[src/rtl/cv32e40x_pkg.sv]
// Shared types for the XIF result buffer: per-entry lifecycle state and the
// transition helpers applied when an FU result or a commit/kill hits an entry.
package cv32e40x_pkg;

    localparam int RD_WIDTH = 5;

    typedef enum logic [2:0] {
        RB_FREE  = 3'd0,
        RB_PEND  = 3'd1,
        RB_DONE  = 3'd2,
        RB_CMT   = 3'd3,
        RB_READY = 3'd4,
        RB_KILL  = 3'd5,
        RB_KDONE = 3'd6
    } entry_state_e;

    function automatic entry_state_e rb_apply_fu(input entry_state_e s);
        case (s)
            RB_PEND: return RB_DONE;
            RB_CMT:  return RB_READY;
            RB_KILL: return RB_KDONE;
            default: return s;
        endcase
    endfunction

    // Applied after rb_apply_fu so a same-cycle result and commit compose.
    function automatic entry_state_e rb_apply_commit(input entry_state_e s, input logic kill);
        if (kill) begin
            case (s)
                RB_PEND, RB_CMT:   return RB_KILL;
                RB_DONE, RB_READY: return RB_KDONE;
                default:           return s;
            endcase
        end else begin
            case (s)
                RB_PEND: return RB_CMT;
                RB_DONE: return RB_READY;
                default: return s;
            endcase
        end
    endfunction

endpackage

[src/rtl/cv32e40x_xif_result_buffer_if.sv]
// Signal bundle between the issue stage / AES FU / commit source and the
// result buffer, plus the XIF result channel and status flags.
interface cv32e40x_xif_result_buffer_if
    import cv32e40x_pkg::*;
#(
    parameter int X_ID_WIDTH  = 4,
    parameter int X_RFW_WIDTH = 32
);
    logic                   alloc_valid_i;
    logic                   alloc_ready_o;
    logic [X_ID_WIDTH-1:0]  alloc_id_i;
    logic [RD_WIDTH-1:0]    alloc_rd_i;

    logic                   fu_valid_i;
    logic                   fu_ready_o;
    logic [X_ID_WIDTH-1:0]  fu_id_i;
    logic [X_RFW_WIDTH-1:0] fu_data_i;

    logic                   commit_valid_i;
    logic [X_ID_WIDTH-1:0]  commit_id_i;
    logic                   commit_kill_i;

    logic                   result_valid_o;
    logic                   result_ready_i;
    logic [X_ID_WIDTH-1:0]  result_id_o;
    logic [RD_WIDTH-1:0]    result_rd_o;
    logic [X_RFW_WIDTH-1:0] result_data_o;
    logic                   result_we_o;

    logic                   empty_o;
    logic                   full_o;

    modport slave (
        input  alloc_valid_i, alloc_id_i, alloc_rd_i,
        input  fu_valid_i, fu_id_i, fu_data_i,
        input  commit_valid_i, commit_id_i, commit_kill_i,
        input  result_ready_i,
        output alloc_ready_o, fu_ready_o,
        output result_valid_o, result_id_o, result_rd_o, result_data_o, result_we_o,
        output empty_o, full_o
    );

    modport master (
        output alloc_valid_i, alloc_id_i, alloc_rd_i,
        output fu_valid_i, fu_id_i, fu_data_i,
        output commit_valid_i, commit_id_i, commit_kill_i,
        output result_ready_i,
        input  alloc_ready_o, fu_ready_o,
        input  result_valid_o, result_id_o, result_rd_o, result_data_o, result_we_o,
        input  empty_o, full_o
    );

endinterface

[src/rtl/cv32e40x_xif_result_buffer.sv]
// In-order result buffer between the AES FU output and the XIF result channel:
// results and commits arrive in any order, results leave in allocation order.
module cv32e40x_xif_result_buffer
    import cv32e40x_pkg::*;
#(
    parameter int DEPTH       = 4,
    parameter int X_ID_WIDTH  = 4,
    parameter int X_RFW_WIDTH = 32
) (
    input  logic                        clk_i,
    input  logic                        rst_i,
    cv32e40x_xif_result_buffer_if.slave xif
);

    localparam int              PTR_W      = $clog2(DEPTH);
    localparam logic [PTR_W:0]  FULL_COUNT = (PTR_W+1)'(DEPTH);

    logic [PTR_W-1:0] head_reg;
    logic [PTR_W-1:0] tail_reg;
    logic [PTR_W:0]   count_reg;
    logic [PTR_W:0]   count_next;

    logic empty;
    logic full;
    logic alloc_fire;
    logic deq_fire;
    logic result_valid;
    entry_state_e head_state;

    entry_state_e           state_q [DEPTH];
    logic [X_ID_WIDTH-1:0]  id_q    [DEPTH];
    logic [RD_WIDTH-1:0]    rd_q    [DEPTH];
    logic [X_RFW_WIDTH-1:0] data_q  [DEPTH];

    logic [DEPTH-1:0] fu_match;
    logic [DEPTH-1:0] commit_match;

    assign empty      = (count_reg == '0);
    assign full       = (count_reg == FULL_COUNT);
    assign alloc_fire = xif.alloc_valid_i && !full;

    assign head_state   = state_q[head_reg];
    assign result_valid = !empty && (head_state == RB_READY);
    // A killed entry that already has its result is retired without a handshake.
    assign deq_fire     = (result_valid && xif.result_ready_i) ||
                          (!empty && (head_state == RB_KDONE));

    genvar gi;
    generate
        for (gi = 0; gi < DEPTH; gi++) begin : g_entry
            localparam logic [PTR_W-1:0] IDX = PTR_W'(gi);

            entry_state_e           state_reg;
            entry_state_e           state_next;
            logic [X_ID_WIDTH-1:0]  id_reg;
            logic [RD_WIDTH-1:0]    rd_reg;
            logic [X_RFW_WIDTH-1:0] data_reg;
            logic                   live;
            logic                   is_alloc;
            logic                   is_pop;

            assign live     = (state_reg != RB_FREE);
            assign is_alloc = alloc_fire && (tail_reg == IDX);
            assign is_pop   = deq_fire && (head_reg == IDX);

            // A commit may target the ID being allocated in this same cycle.
            assign fu_match[gi]     = xif.fu_valid_i && live && (id_reg == xif.fu_id_i);
            assign commit_match[gi] = xif.commit_valid_i &&
                                      ((live && (id_reg == xif.commit_id_i)) ||
                                       (is_alloc && (xif.alloc_id_i == xif.commit_id_i)));

            always_comb begin
                state_next = state_reg;
                if (is_pop) begin
                    state_next = RB_FREE;
                end else if (is_alloc) begin
                    state_next = RB_PEND;
                    if (commit_match[gi]) begin
                        state_next = rb_apply_commit(RB_PEND, xif.commit_kill_i);
                    end
                end else begin
                    if (fu_match[gi]) begin
                        state_next = rb_apply_fu(state_next);
                    end
                    if (commit_match[gi]) begin
                        state_next = rb_apply_commit(state_next, xif.commit_kill_i);
                    end
                end
            end

            always_ff @(posedge clk_i) begin
                if (rst_i) begin
                    state_reg <= RB_FREE;
                    id_reg    <= '0;
                    rd_reg    <= '0;
                    data_reg  <= '0;
                end else begin
                    state_reg <= state_next;
                    if (is_alloc) begin
                        id_reg   <= xif.alloc_id_i;
                        rd_reg   <= xif.alloc_rd_i;
                        data_reg <= '0;
                    end else if (fu_match[gi]) begin
                        data_reg <= xif.fu_data_i;
                    end
                end
            end

            assign state_q[gi] = state_reg;
            assign id_q[gi]    = id_reg;
            assign rd_q[gi]    = rd_reg;
            assign data_q[gi]  = data_reg;
        end
    endgenerate

    always_comb begin
        count_next = count_reg;
        case ({alloc_fire, deq_fire})
            2'b10:   count_next = count_reg + 1'b1;
            2'b01:   count_next = count_reg - 1'b1;
            default: count_next = count_reg;
        endcase
    end

    always_ff @(posedge clk_i) begin
        if (rst_i) begin
            head_reg  <= '0;
            tail_reg  <= '0;
            count_reg <= '0;
        end else begin
            if (alloc_fire) begin
                tail_reg <= tail_reg + 1'b1;
            end
            if (deq_fire) begin
                head_reg <= head_reg + 1'b1;
            end
            count_reg <= count_next;
        end
    end

    assign xif.alloc_ready_o  = !full;
    assign xif.fu_ready_o     = 1'b1;
    assign xif.result_valid_o = result_valid;
    assign xif.result_we_o    = result_valid;
    assign xif.result_id_o    = id_q[head_reg];
    assign xif.result_rd_o    = rd_q[head_reg];
    assign xif.result_data_o  = data_q[head_reg];
    assign xif.empty_o        = empty;
    assign xif.full_o         = full;

endmodule
[src/flat_wrapper.sv]
// flat-port wrapper written by rule: the top's interface ports become plain ports
module cv32e40x_xif_result_buffer_flat import cv32e40x_pkg::*;
#(
    parameter int DEPTH       = 4,
    parameter int X_ID_WIDTH  = 4,
    parameter int X_RFW_WIDTH = 32
)
  (clk_i, rst_i, xif_alloc_valid_i, xif_alloc_id_i, xif_alloc_rd_i, xif_fu_valid_i, xif_fu_id_i, xif_fu_data_i, xif_commit_valid_i, xif_commit_id_i, xif_commit_kill_i, xif_result_ready_i, xif_alloc_ready_o, xif_fu_ready_o, xif_result_valid_o, xif_result_id_o, xif_result_rd_o, xif_result_data_o, xif_result_we_o, xif_empty_o, xif_full_o);
  cv32e40x_xif_result_buffer_if #(.X_ID_WIDTH(X_ID_WIDTH), .X_RFW_WIDTH(X_RFW_WIDTH)) xif_i ();
  input  logic clk_i;
  input  logic rst_i;
  input wire logic [$bits(xif_i.alloc_valid_i)-1:0] xif_alloc_valid_i;
  input wire logic [$bits(xif_i.alloc_id_i)-1:0] xif_alloc_id_i;
  input wire logic [$bits(xif_i.alloc_rd_i)-1:0] xif_alloc_rd_i;
  input wire logic [$bits(xif_i.fu_valid_i)-1:0] xif_fu_valid_i;
  input wire logic [$bits(xif_i.fu_id_i)-1:0] xif_fu_id_i;
  input wire logic [$bits(xif_i.fu_data_i)-1:0] xif_fu_data_i;
  input wire logic [$bits(xif_i.commit_valid_i)-1:0] xif_commit_valid_i;
  input wire logic [$bits(xif_i.commit_id_i)-1:0] xif_commit_id_i;
  input wire logic [$bits(xif_i.commit_kill_i)-1:0] xif_commit_kill_i;
  input wire logic [$bits(xif_i.result_ready_i)-1:0] xif_result_ready_i;
  output wire logic [$bits(xif_i.alloc_ready_o)-1:0] xif_alloc_ready_o;
  output wire logic [$bits(xif_i.fu_ready_o)-1:0] xif_fu_ready_o;
  output wire logic [$bits(xif_i.result_valid_o)-1:0] xif_result_valid_o;
  output wire logic [$bits(xif_i.result_id_o)-1:0] xif_result_id_o;
  output wire logic [$bits(xif_i.result_rd_o)-1:0] xif_result_rd_o;
  output wire logic [$bits(xif_i.result_data_o)-1:0] xif_result_data_o;
  output wire logic [$bits(xif_i.result_we_o)-1:0] xif_result_we_o;
  output wire logic [$bits(xif_i.empty_o)-1:0] xif_empty_o;
  output wire logic [$bits(xif_i.full_o)-1:0] xif_full_o;
  assign xif_i.alloc_valid_i = xif_alloc_valid_i;
  assign xif_i.alloc_id_i = xif_alloc_id_i;
  assign xif_i.alloc_rd_i = xif_alloc_rd_i;
  assign xif_i.fu_valid_i = xif_fu_valid_i;
  assign xif_i.fu_id_i = xif_fu_id_i;
  assign xif_i.fu_data_i = xif_fu_data_i;
  assign xif_i.commit_valid_i = xif_commit_valid_i;
  assign xif_i.commit_id_i = xif_commit_id_i;
  assign xif_i.commit_kill_i = xif_commit_kill_i;
  assign xif_i.result_ready_i = xif_result_ready_i;
  assign xif_alloc_ready_o = xif_i.alloc_ready_o;
  assign xif_fu_ready_o = xif_i.fu_ready_o;
  assign xif_result_valid_o = xif_i.result_valid_o;
  assign xif_result_id_o = xif_i.result_id_o;
  assign xif_result_rd_o = xif_i.result_rd_o;
  assign xif_result_data_o = xif_i.result_data_o;
  assign xif_result_we_o = xif_i.result_we_o;
  assign xif_empty_o = xif_i.empty_o;
  assign xif_full_o = xif_i.full_o;
  cv32e40x_xif_result_buffer #(.DEPTH(DEPTH), .X_ID_WIDTH(X_ID_WIDTH), .X_RFW_WIDTH(X_RFW_WIDTH)) u_core (.clk_i(clk_i), .rst_i(rst_i), .xif(xif_i));
endmodule
[config.mk]
export PLATFORM = sky130hd
export DESIGN_NAME = cv32e40x_xif_result_buffer_flat
export DESIGN_NICKNAME = d
export VERILOG_FILES = /design/src/rtl/cv32e40x_pkg.sv /design/src/rtl/cv32e40x_xif_result_buffer_if.sv /design/src/rtl/cv32e40x_xif_result_buffer.sv /design/src/flat_wrapper.sv
export SDC_FILE = /design/constraint.sdc
export NUM_CORES = 1
export LEC_CHECK = 0
export ABC_CLOCK_PERIOD_IN_PS = 5700
export CORE_MARGIN = 2
export CORE_UTILIZATION = 40
export DETAILED_ROUTE_END_ITERATION = 10
export PLACE_DENSITY = 0.67
export RECOVER_POWER = 25
export SYNTH_ARGS = -nofsm -noshare
export SYNTH_HDL_FRONTEND = slang
export SYNTH_SLANG_ARGS = --single-unit
[constraint.sdc]
create_clock -name clk_i -period 5.7 [get_ports clk_i]
set_input_delay 1.14 -clock clk_i [delete_from_list [all_inputs] [get_ports clk_i]]
set_output_delay 1.14 -clock clk_i [all_outputs]
set_load 0.03 [all_outputs]
==> flow_metrics.py, run 1 <==
metrics = {
    "pwr": {
        "irDropWorstVdd_uv": 195.3,
        "cellLeakagePower_nw": 3.337,
        "p_per_area_nw_per_um2": 262.2,
    },
    "floorplan": {
        "fp.coreArea_um2": 21090,
        "fp.dieH_um": 151.0,
        "core.rowCount": 53,
        "floorplan.initialDensity": 0.4101,
        "die_outline_area_um2": 22810,
        "horizontal_die_dimension_um": 151.0,
        "pin_count": 103,
    },
    "synth": {
        "synth.mux.area_fraction": 0.1165,
        "ys_top_cells_by_area": "sky130_fd_sc_hd__dfxtp_1, sky130_fd_sc_hd__nand2_1, sky130_fd_sc_hd__mux4_2",
        "synth.top_cell.area_share": 0.4237,
        "main_combinational_cell_family_by_area_after_synthesis": "simple AND/OR/NAND/NOR gates",
        "yosysTopAreaCell": "sky130_fd_sc_hd__dfxtp_1",
        "synth_fp_nets": 1100,
        "syn_area_um2": 8647,
        "synthCells": 1034,
        "synth.lib_cells_used.distinct": 63,
        "compound_gate_fraction_of_synth_area": 0.1511,
        "ys_warn_count": 0,
        "synth-seq-area-share": 0.4237,
        "yosys.area_share.adder": 0.01534,
        "yosys.area_share.xor_xnor": 0.04052,
        "synth_ff_type": "sky130_fd_sc_hd__dfxtp_1",
        "synth_seq_cells": 183,
        "yosys.area_share.simple": 0.2071,
        "synth_enable_flop_cells": 0,
        "async_flop_share": 0,
        "syn_avg_cell_area_um2": 8.363,
    },
    "grt": {
        "globalRouteOverflowTotal": 0,
        "overall_fraction_of_global_route_tracks_in_use": 0.2126,
        "grt_pass1_vias": 7093,
        "largest_net_degree_at_the_start_of_global_routing": 52,
        "grt_antenna_before_repair": 0,
        "grt_pass1_wl_um": 37560,
    },
    "critical_path": {
        "regToRegEndpoint": "u_core.count_reg[2]",
        "worst-setup-path-type": "reg2reg",
        "worstRegToRegCells": 10,
        "worstPathRequired_ns": 6.07,
        "crit_arrival_ns": 5.15,
        "startpoint_type": "register",
        "rrSetupSlack_ns": 0.92,
        "r2r_start": "u_core.head_reg[1]",
        "end_kind": "register",
        "worstPathMaxFanout": 21,
    },
    "clock_tree": {
        "tritoncts.num_buffers": 17,
        "cts.reportedPaths.clkPinSlew_ns": 0.07,
        "clock_sinks": 183,
        "worstSkewPairLatency_ns": 0.44,
        "tritoncts": "yes",
        "ctsHoldBuffers": 0,
        "cts-root-to-sink-buffers": 2,
        "htree_levels": 4,
        "post-cts-setup-buffer-count": 0,
        "clock-root-buffer": "sky130_fd_sc_hd__clkbuf_16",
        "post_cts.resized_instances": 0,
    },
    "routing": {
        "drt_first_pass_iters": 5,
        "drc": 0,
        "detail_route.wl_per_cell_um": 17.24,
        "route.vias.total": 7586,
        "ant_nets": 0,
        "drt_wl_total_um": 23800,
        "via_per_inst": 5.493,
        "detailedRoute.firstIterationViolations": 600,
    },
    "timing": {
        "fin_crit_sh": 0.8393,
        "tns_ns": 0,
        "clock-skew-final_ns": 0.009468,
        "hold_viol_final": 0,
        "min_tclk_post_route_ns": 4.784,
        "max_slew_margin": -0.5898,
        "timing.final.setup_violations": 0,
        "finalMaxSlewViolations": 42,
        "rsz0062_at_grt": "false",
        "transition_at_the_pin_with_the_smallest_max_transition_slack_ns": 2.325,
        "max_clock_freq_ghz": 0.2090,
    },
    "flow_run": {
        "timing.max_cap.violations": 2,
    },
    "cells_and_area": {
        "final_util": 0.4902,
        "nNetsFinal": 1159,
        "number_of_fillers_in_the_final_layout": 2013,
        "largest_register_ff_count": 128,
        "final_common_cell": "sky130_fd_sc_hd__nand2_1",
        "layout_common_cells": "sky130_fd_sc_hd__nand2_1, sky130_fd_sc_hd__dfxtp_1, sky130_fd_sc_hd__a21oi_1",
        "final_cell_area_um2": 10340,
        "drive_above_1_share": 0.09675,
        "insertedDiodeCount": 0,
        "area_growth_pct": 19.53,
    },
    "hold_path": {
        "hold-path-endpoint": "u_core.g_entry[1].data_reg[14]",
        "hold_class": "reg2reg",
        "worstHoldPathCells": 2,
        "timing.hold.worst.start": "u_core.g_entry[1].data_reg[14]",
    },
    "placed_design": {
        "place_congestion": 0.8804,
        "post-dp-hpwl_um": 14880,
        "place.port_buffers": 101,
        "dpl_cell_area_um2": 9797,
    },
    "outcome": {
        "run_status": "finished, violations left",
        "violations": "capacitance limit, slew limit",
    },
}
## critical path: stages (launching register included)
cell and delay, ns:
sky130_fd_sc_hd__dfxtp_2 0.50, sky130_fd_sc_hd__buf_4 0.34, sky130_fd_sc_hd__nor3b_1 0.32, sky130_fd_sc_hd__a311oi_2 0.09, sky130_fd_sc_hd__a2111oi_0 1.90, sky130_fd_sc_hd__ha_1 0.44, sky130_fd_sc_hd__inv_1 0.08, sky130_fd_sc_hd__fa_1 0.44
sky130_fd_sc_hd__xor2_1 0.16, sky130_fd_sc_hd__or3_1 0.30, sky130_fd_sc_hd__a21oi_1 0.13
## logic make-up (layout without fill, tap and decap cells)
family | Yosys count | in the layout
fa+ha+maj | 10 | 10
compound gates | 232 | 232
mux | 48 | 48
flops | 183 | 183
simple gates | 426 | 426
buf+inv | 94 | 166
xor+xnor | 40 | 40
other cells | 1 | 1
## final cells by class
type / count / area, um2 / area share
flip-flops and latches: 183 / 3666 / 0.3547
clock inverters: 15 / 136.4 / 0.01319
clock buffers: 17 / 425.4 / 0.04116
inverters: 18 / 67.56 / 0.006537
repair buffers: 116 / 1115 / 0.1079
multi-input cells: 757 / 4582 / 0.4433
well taps: 275 / 344.1 / 0.03329
## how the worst max path moves through the flow
stage,start,endpoint,slack (ns),cells after the start
floorplan,u_core.head_reg[0],xif_result_we_o,1.60,3
CTS,u_core.head_reg[1],xif_result_valid_o,1.02,5
finish,u_core.head_reg[1],u_core.count_reg[2],0.92,10
global placement,u_core.head_reg[0],xif_result_valid_o,1.54,3
global route,u_core.head_reg[1],u_core.count_reg[2],0.62,10
detailed placement,u_core.head_reg[1],xif_result_valid_o,1.52,5
## where the power goes
part | switching (mW) | internal [mW]
Clock | 0.561 | 0.576
Combinational | 0.160 | 0.0995
Sequential | 0.0181 | 1.30
## cell usage after synthesis, types with 6 or more instances
| cell type | count |
|---|---|
| sky130_fd_sc_hd__a21oi_1 | 177 |
| sky130_fd_sc_hd__and3_1 | 8 |
| sky130_fd_sc_hd__nand3_1 | 12 |
| sky130_fd_sc_hd__a31oi_1 | 7 |
| sky130_fd_sc_hd__nor3_1 | 6 |
| sky130_fd_sc_hd__xor2_1 | 18 |
| sky130_fd_sc_hd__xnor2_1 | 22 |
| sky130_fd_sc_hd__buf_2 | 16 |
| sky130_fd_sc_hd__nand2b_1 | 8 |
| sky130_fd_sc_hd__mux4_2 | 42 |
| sky130_fd_sc_hd__ha_1 | 9 |
| sky130_fd_sc_hd__inv_1 | 17 |
| sky130_fd_sc_hd__nand2_1 | 336 |
| sky130_fd_sc_hd__clkbuf_1 | 48 |
| sky130_fd_sc_hd__o21ai_0 | 14 |
| sky130_fd_sc_hd__nor2_1 | 21 |
| sky130_fd_sc_hd__or3_1 | 7 |
| sky130_fd_sc_hd__dfxtp_1 | 183 |
| sky130_fd_sc_hd__buf_1 | 7 |
## through the flow
step	cells	hold slack [ns]	total power [mW]	worst slack (ns)
6_report	1381	0.4524	2.710	0.9163
5_1_grt	1381	0.4706	2.800	0.6159
4_1_cts	1381	0.4559	2.729	1.022
3_5_place_dp	1349	0.4454	1.603	1.517
3_3_place_gp	1349	0.4386	1.601	1.540
2_1_floorplan	1034	0.4331	1.487	1.604
## per-layer routing
| metal | global-route usage | vias to the layer above | routed length [um] |
|---|---|---|---|
| met4 | 0.05935 | 0 | 381 |
| met5 | 0 | - | 0 |
| met1 | 0.2852 | 3645 | 10730 |
| met2 | 0.3541 | 274 | 11250 |
| met3 | 0.03675 | 33 | 1437 |
| li1 | - | 3634 | - |
No activity file was read; power rests on OpenSTA's default activity.
==> inputs of run 2 (changes only) <==
--- a/config.mk
+++ b/config.mk
@@ -5,7 +5,7 @@
 export SDC_FILE = /design/constraint.sdc
 export NUM_CORES = 1
 export LEC_CHECK = 0
-export ABC_CLOCK_PERIOD_IN_PS = 5700
+export ABC_CLOCK_PERIOD_IN_PS = 4700
 export CORE_MARGIN = 2
 export CORE_UTILIZATION = 40
 export DETAILED_ROUTE_END_ITERATION = 10
==> constraint.sdc (replaced) <==
create_clock -name clk_i -period 4.7 [get_ports clk_i]
set_input_delay 0.94 -clock clk_i [delete_from_list [all_inputs] [get_ports clk_i]]
set_output_delay 0.94 -clock clk_i [all_outputs]
set_load 0.03 [all_outputs]
==> run 2 against run 1 <==
  * The flow still finishes with violations (capacitance limit, slew limit)
  * First-iteration DRC count down 5.5%
  * Critical path type is now reg2out
  * Largest power group unchanged
  * Total power up 21%
  * Combinational power up 22%
==> flow_metrics.py, run 2 (synthesized netlist as in run 1, its figures left out) <==
metrics = {
    "critical_path": {
        "worstPathMaxFanout": 8,
        "series_of_cell_instances_along_the_critical_path": "mux4_2, a2111oi_0, clkdlybuf4s50_1",
        "startpoint_type": "register",
        "critPathMaxStageDelay_ns": 0.85,
        "worst-setup-path-type": "reg2out",
        "slowest_stage": "sky130_fd_sc_hd__a2111oi_0",
        "end_kind": "primary output",
        "worstPathRequired_ns": 3.76,
        "crit_arrival_ns": 2.98,
    },
    "clock_tree": {
        "tritoncts": "yes",
        "cts.reportedPaths.clkPinSlew_ns": 0.07,
        "cts-root-to-sink-buffers": 2,
        "clock-root-buffer": "sky130_fd_sc_hd__clkbuf_16",
        "clock_sinks": 183,
        "worstSkewPairLatency_ns": 0.43,
        "ctsHoldBuffers": 0,
        "post-cts-setup-buffer-count": 0,
        "htree_levels": 4,
        "tritoncts.num_buffers": 17,
        "post_cts.resized_instances": 0,
    },
    "timing": {
        "max_clock_freq_ghz": 0.2548,
        "hold_viol_final": 0,
        "finalMaxSlewViolations": 36,
        "transition_at_the_pin_with_the_smallest_max_transition_slack_ns": 1.988,
        "max_slew_margin": -0.3253,
        "min_tclk_post_route_ns": 3.924,
        "rsz0062_at_grt": "false",
        "tns_ns": 0,
        "fin_crit_sh": 0.8350,
        "timing.final.setup_violations": 0,
        "clock-skew-final_ns": 0.01059,
    },
    "pwr": {
        "cellLeakagePower_nw": 3.351,
        "irDropWorstVdd_uv": 217.9,
        "p_per_area_nw_per_um2": 315.8,
        "power.total_mw": 3.274,
    },
    "routing": {
        "drc": 0,
        "via_per_inst": 5.347,
        "drt_wl_total_um": 23990,
        "drt_first_pass_iters": 5,
        "route.vias.total": 7400,
        "ant_nets": 0,
        "detail_route.wl_per_cell_um": 17.33,
        "detailedRoute.firstIterationViolations": 567,
    },
    "grt": {
        "grt_antenna_before_repair": 0,
        "globalRouteOverflowTotal": 0,
        "largest_net_degree_at_the_start_of_global_routing": 52,
        "grt_pass1_vias": 7183,
        "grt_pass1_wl_um": 37670,
        "overall_fraction_of_global_route_tracks_in_use": 0.2146,
    },
    "placed_design": {
        "post-dp-hpwl_um": 14900,
        "place.port_buffers": 101,
        "place_congestion": 0.8744,
    },
    "floorplan": {
        "core.rowCount": 53,
        "pin_count": 103,
        "horizontal_die_dimension_um": 151.0,
        "fp.dieH_um": 151.0,
        "fp.coreArea_um2": 21090,
        "floorplan.initialDensity": 0.4101,
        "die_outline_area_um2": 22810,
    },
    "flow_run": {
        "timing.max_cap.violations": 1,
    },
    "cells_and_area": {
        "final_common_cell": "sky130_fd_sc_hd__nand2_1",
        "area_growth_pct": 19.87,
        "insertedDiodeCount": 0,
        "nNetsFinal": 1162,
        "drive_above_1_share": 0.09378,
        "layout_common_cells": "sky130_fd_sc_hd__nand2_1, sky130_fd_sc_hd__dfxtp_1, sky130_fd_sc_hd__a21oi_1",
        "largest_register_ff_count": 128,
    },
    "outcome": {
        "run_status": "finished, violations left",
        "violations": "capacitance limit, slew limit",
    },
    "hold_path": {
        "hold_class": "reg2reg",
    },
}
-- run 2: changes by cell type in the layout (fill, tap and decap cells not counted), moves of 2 or more --
cell                              before  now
sky130_fd_sc_hd__dlygate4sd3_1         1    3
sky130_fd_sc_hd__clkbuf_8              0    3
sky130_fd_sc_hd__buf_4                14   16
sky130_fd_sc_hd__clkbuf_1              1    5
sky130_fd_sc_hd__clkinv_2              2    0
sky130_fd_sc_hd__clkdlybuf4s50_1      99   97
sky130_fd_sc_hd__clkinvlp_4            4    2
sky130_fd_sc_hd__inv_8                 4    0
sky130_fd_sc_hd__inv_6                 2    4
-- run 2: final timing paths --
| check | from | endpoint | slack (ns) | cells after the start |
|---|---|---|---|---|
| worst max-delay path | u_core.g_entry[3].state_reg[1] | xif_result_valid_o | 0.78 | 3 |
| worst min-delay path | u_core.g_entry[3].rd_reg[1] | u_core.g_entry[3].rd_reg[1] | 0.45 | 2 |
| worst max register to register | u_core.g_entry[1].state_reg[0] | u_core.g_entry[1].state_reg[1] | 1.61 | 6 |
| worst min register to register | u_core.g_entry[3].rd_reg[1] | u_core.g_entry[3].rd_reg[1] | 0.45 | 2 |
-- run 2: area by class of cell --
| type | count | area, um2 |
|---|---|---|
| fill | 2021 | 10720 |
| multi-input combinational | 757 | 4592 |
| sequential | 183 | 3666 |
| timing repair buffer | 119 | 1134 |
| clock buffer | 23 | 478.0 |
| tap | 275 | 344.1 |
| clock inverter | 9 | 83.83 |
| inverter | 18 | 67.56 |
-- run 2: per-layer routing --
metal  track usage  wire length [um]  vias up
li1              -                 -     3645
met1        0.2711             10230     3483
met2        0.3718             11700      244
met3       0.04036              1614       28
met4       0.06682               445        0
met5             0                 0        -
-- run 2: power breakdown --
part	switching, mW	internal, mW
clock	0.628	0.733
combinational	0.195	0.123
sequential	0.0224	1.57
total	0.845	2.43
-- run 2: critical path, delay by kind of cell, from the launching register on --
kind,cells,cell delay [ns]
DFF,1,0.37
buffers and inverters,1,0.83
AOI/OAI and AO/OA,1,0.85
muxes,1,0.51
-- run 2: per-stage QoR --
stage,hold slack (ns),worst slack [ns],instances,cell area (um2),util
CTS,0.4541,0.7152,1384,10380,0.4922
detailed placement,0.4449,1.185,1352,9818,0.4656
global placement,0.4386,1.202,1352,9818,0.4656
floorplan,0.4331,0.8038,1034,8647,-
finish,0.4512,0.7755,1384,10360,0.4915
global route,0.4712,0.5707,1384,10360,0.4915
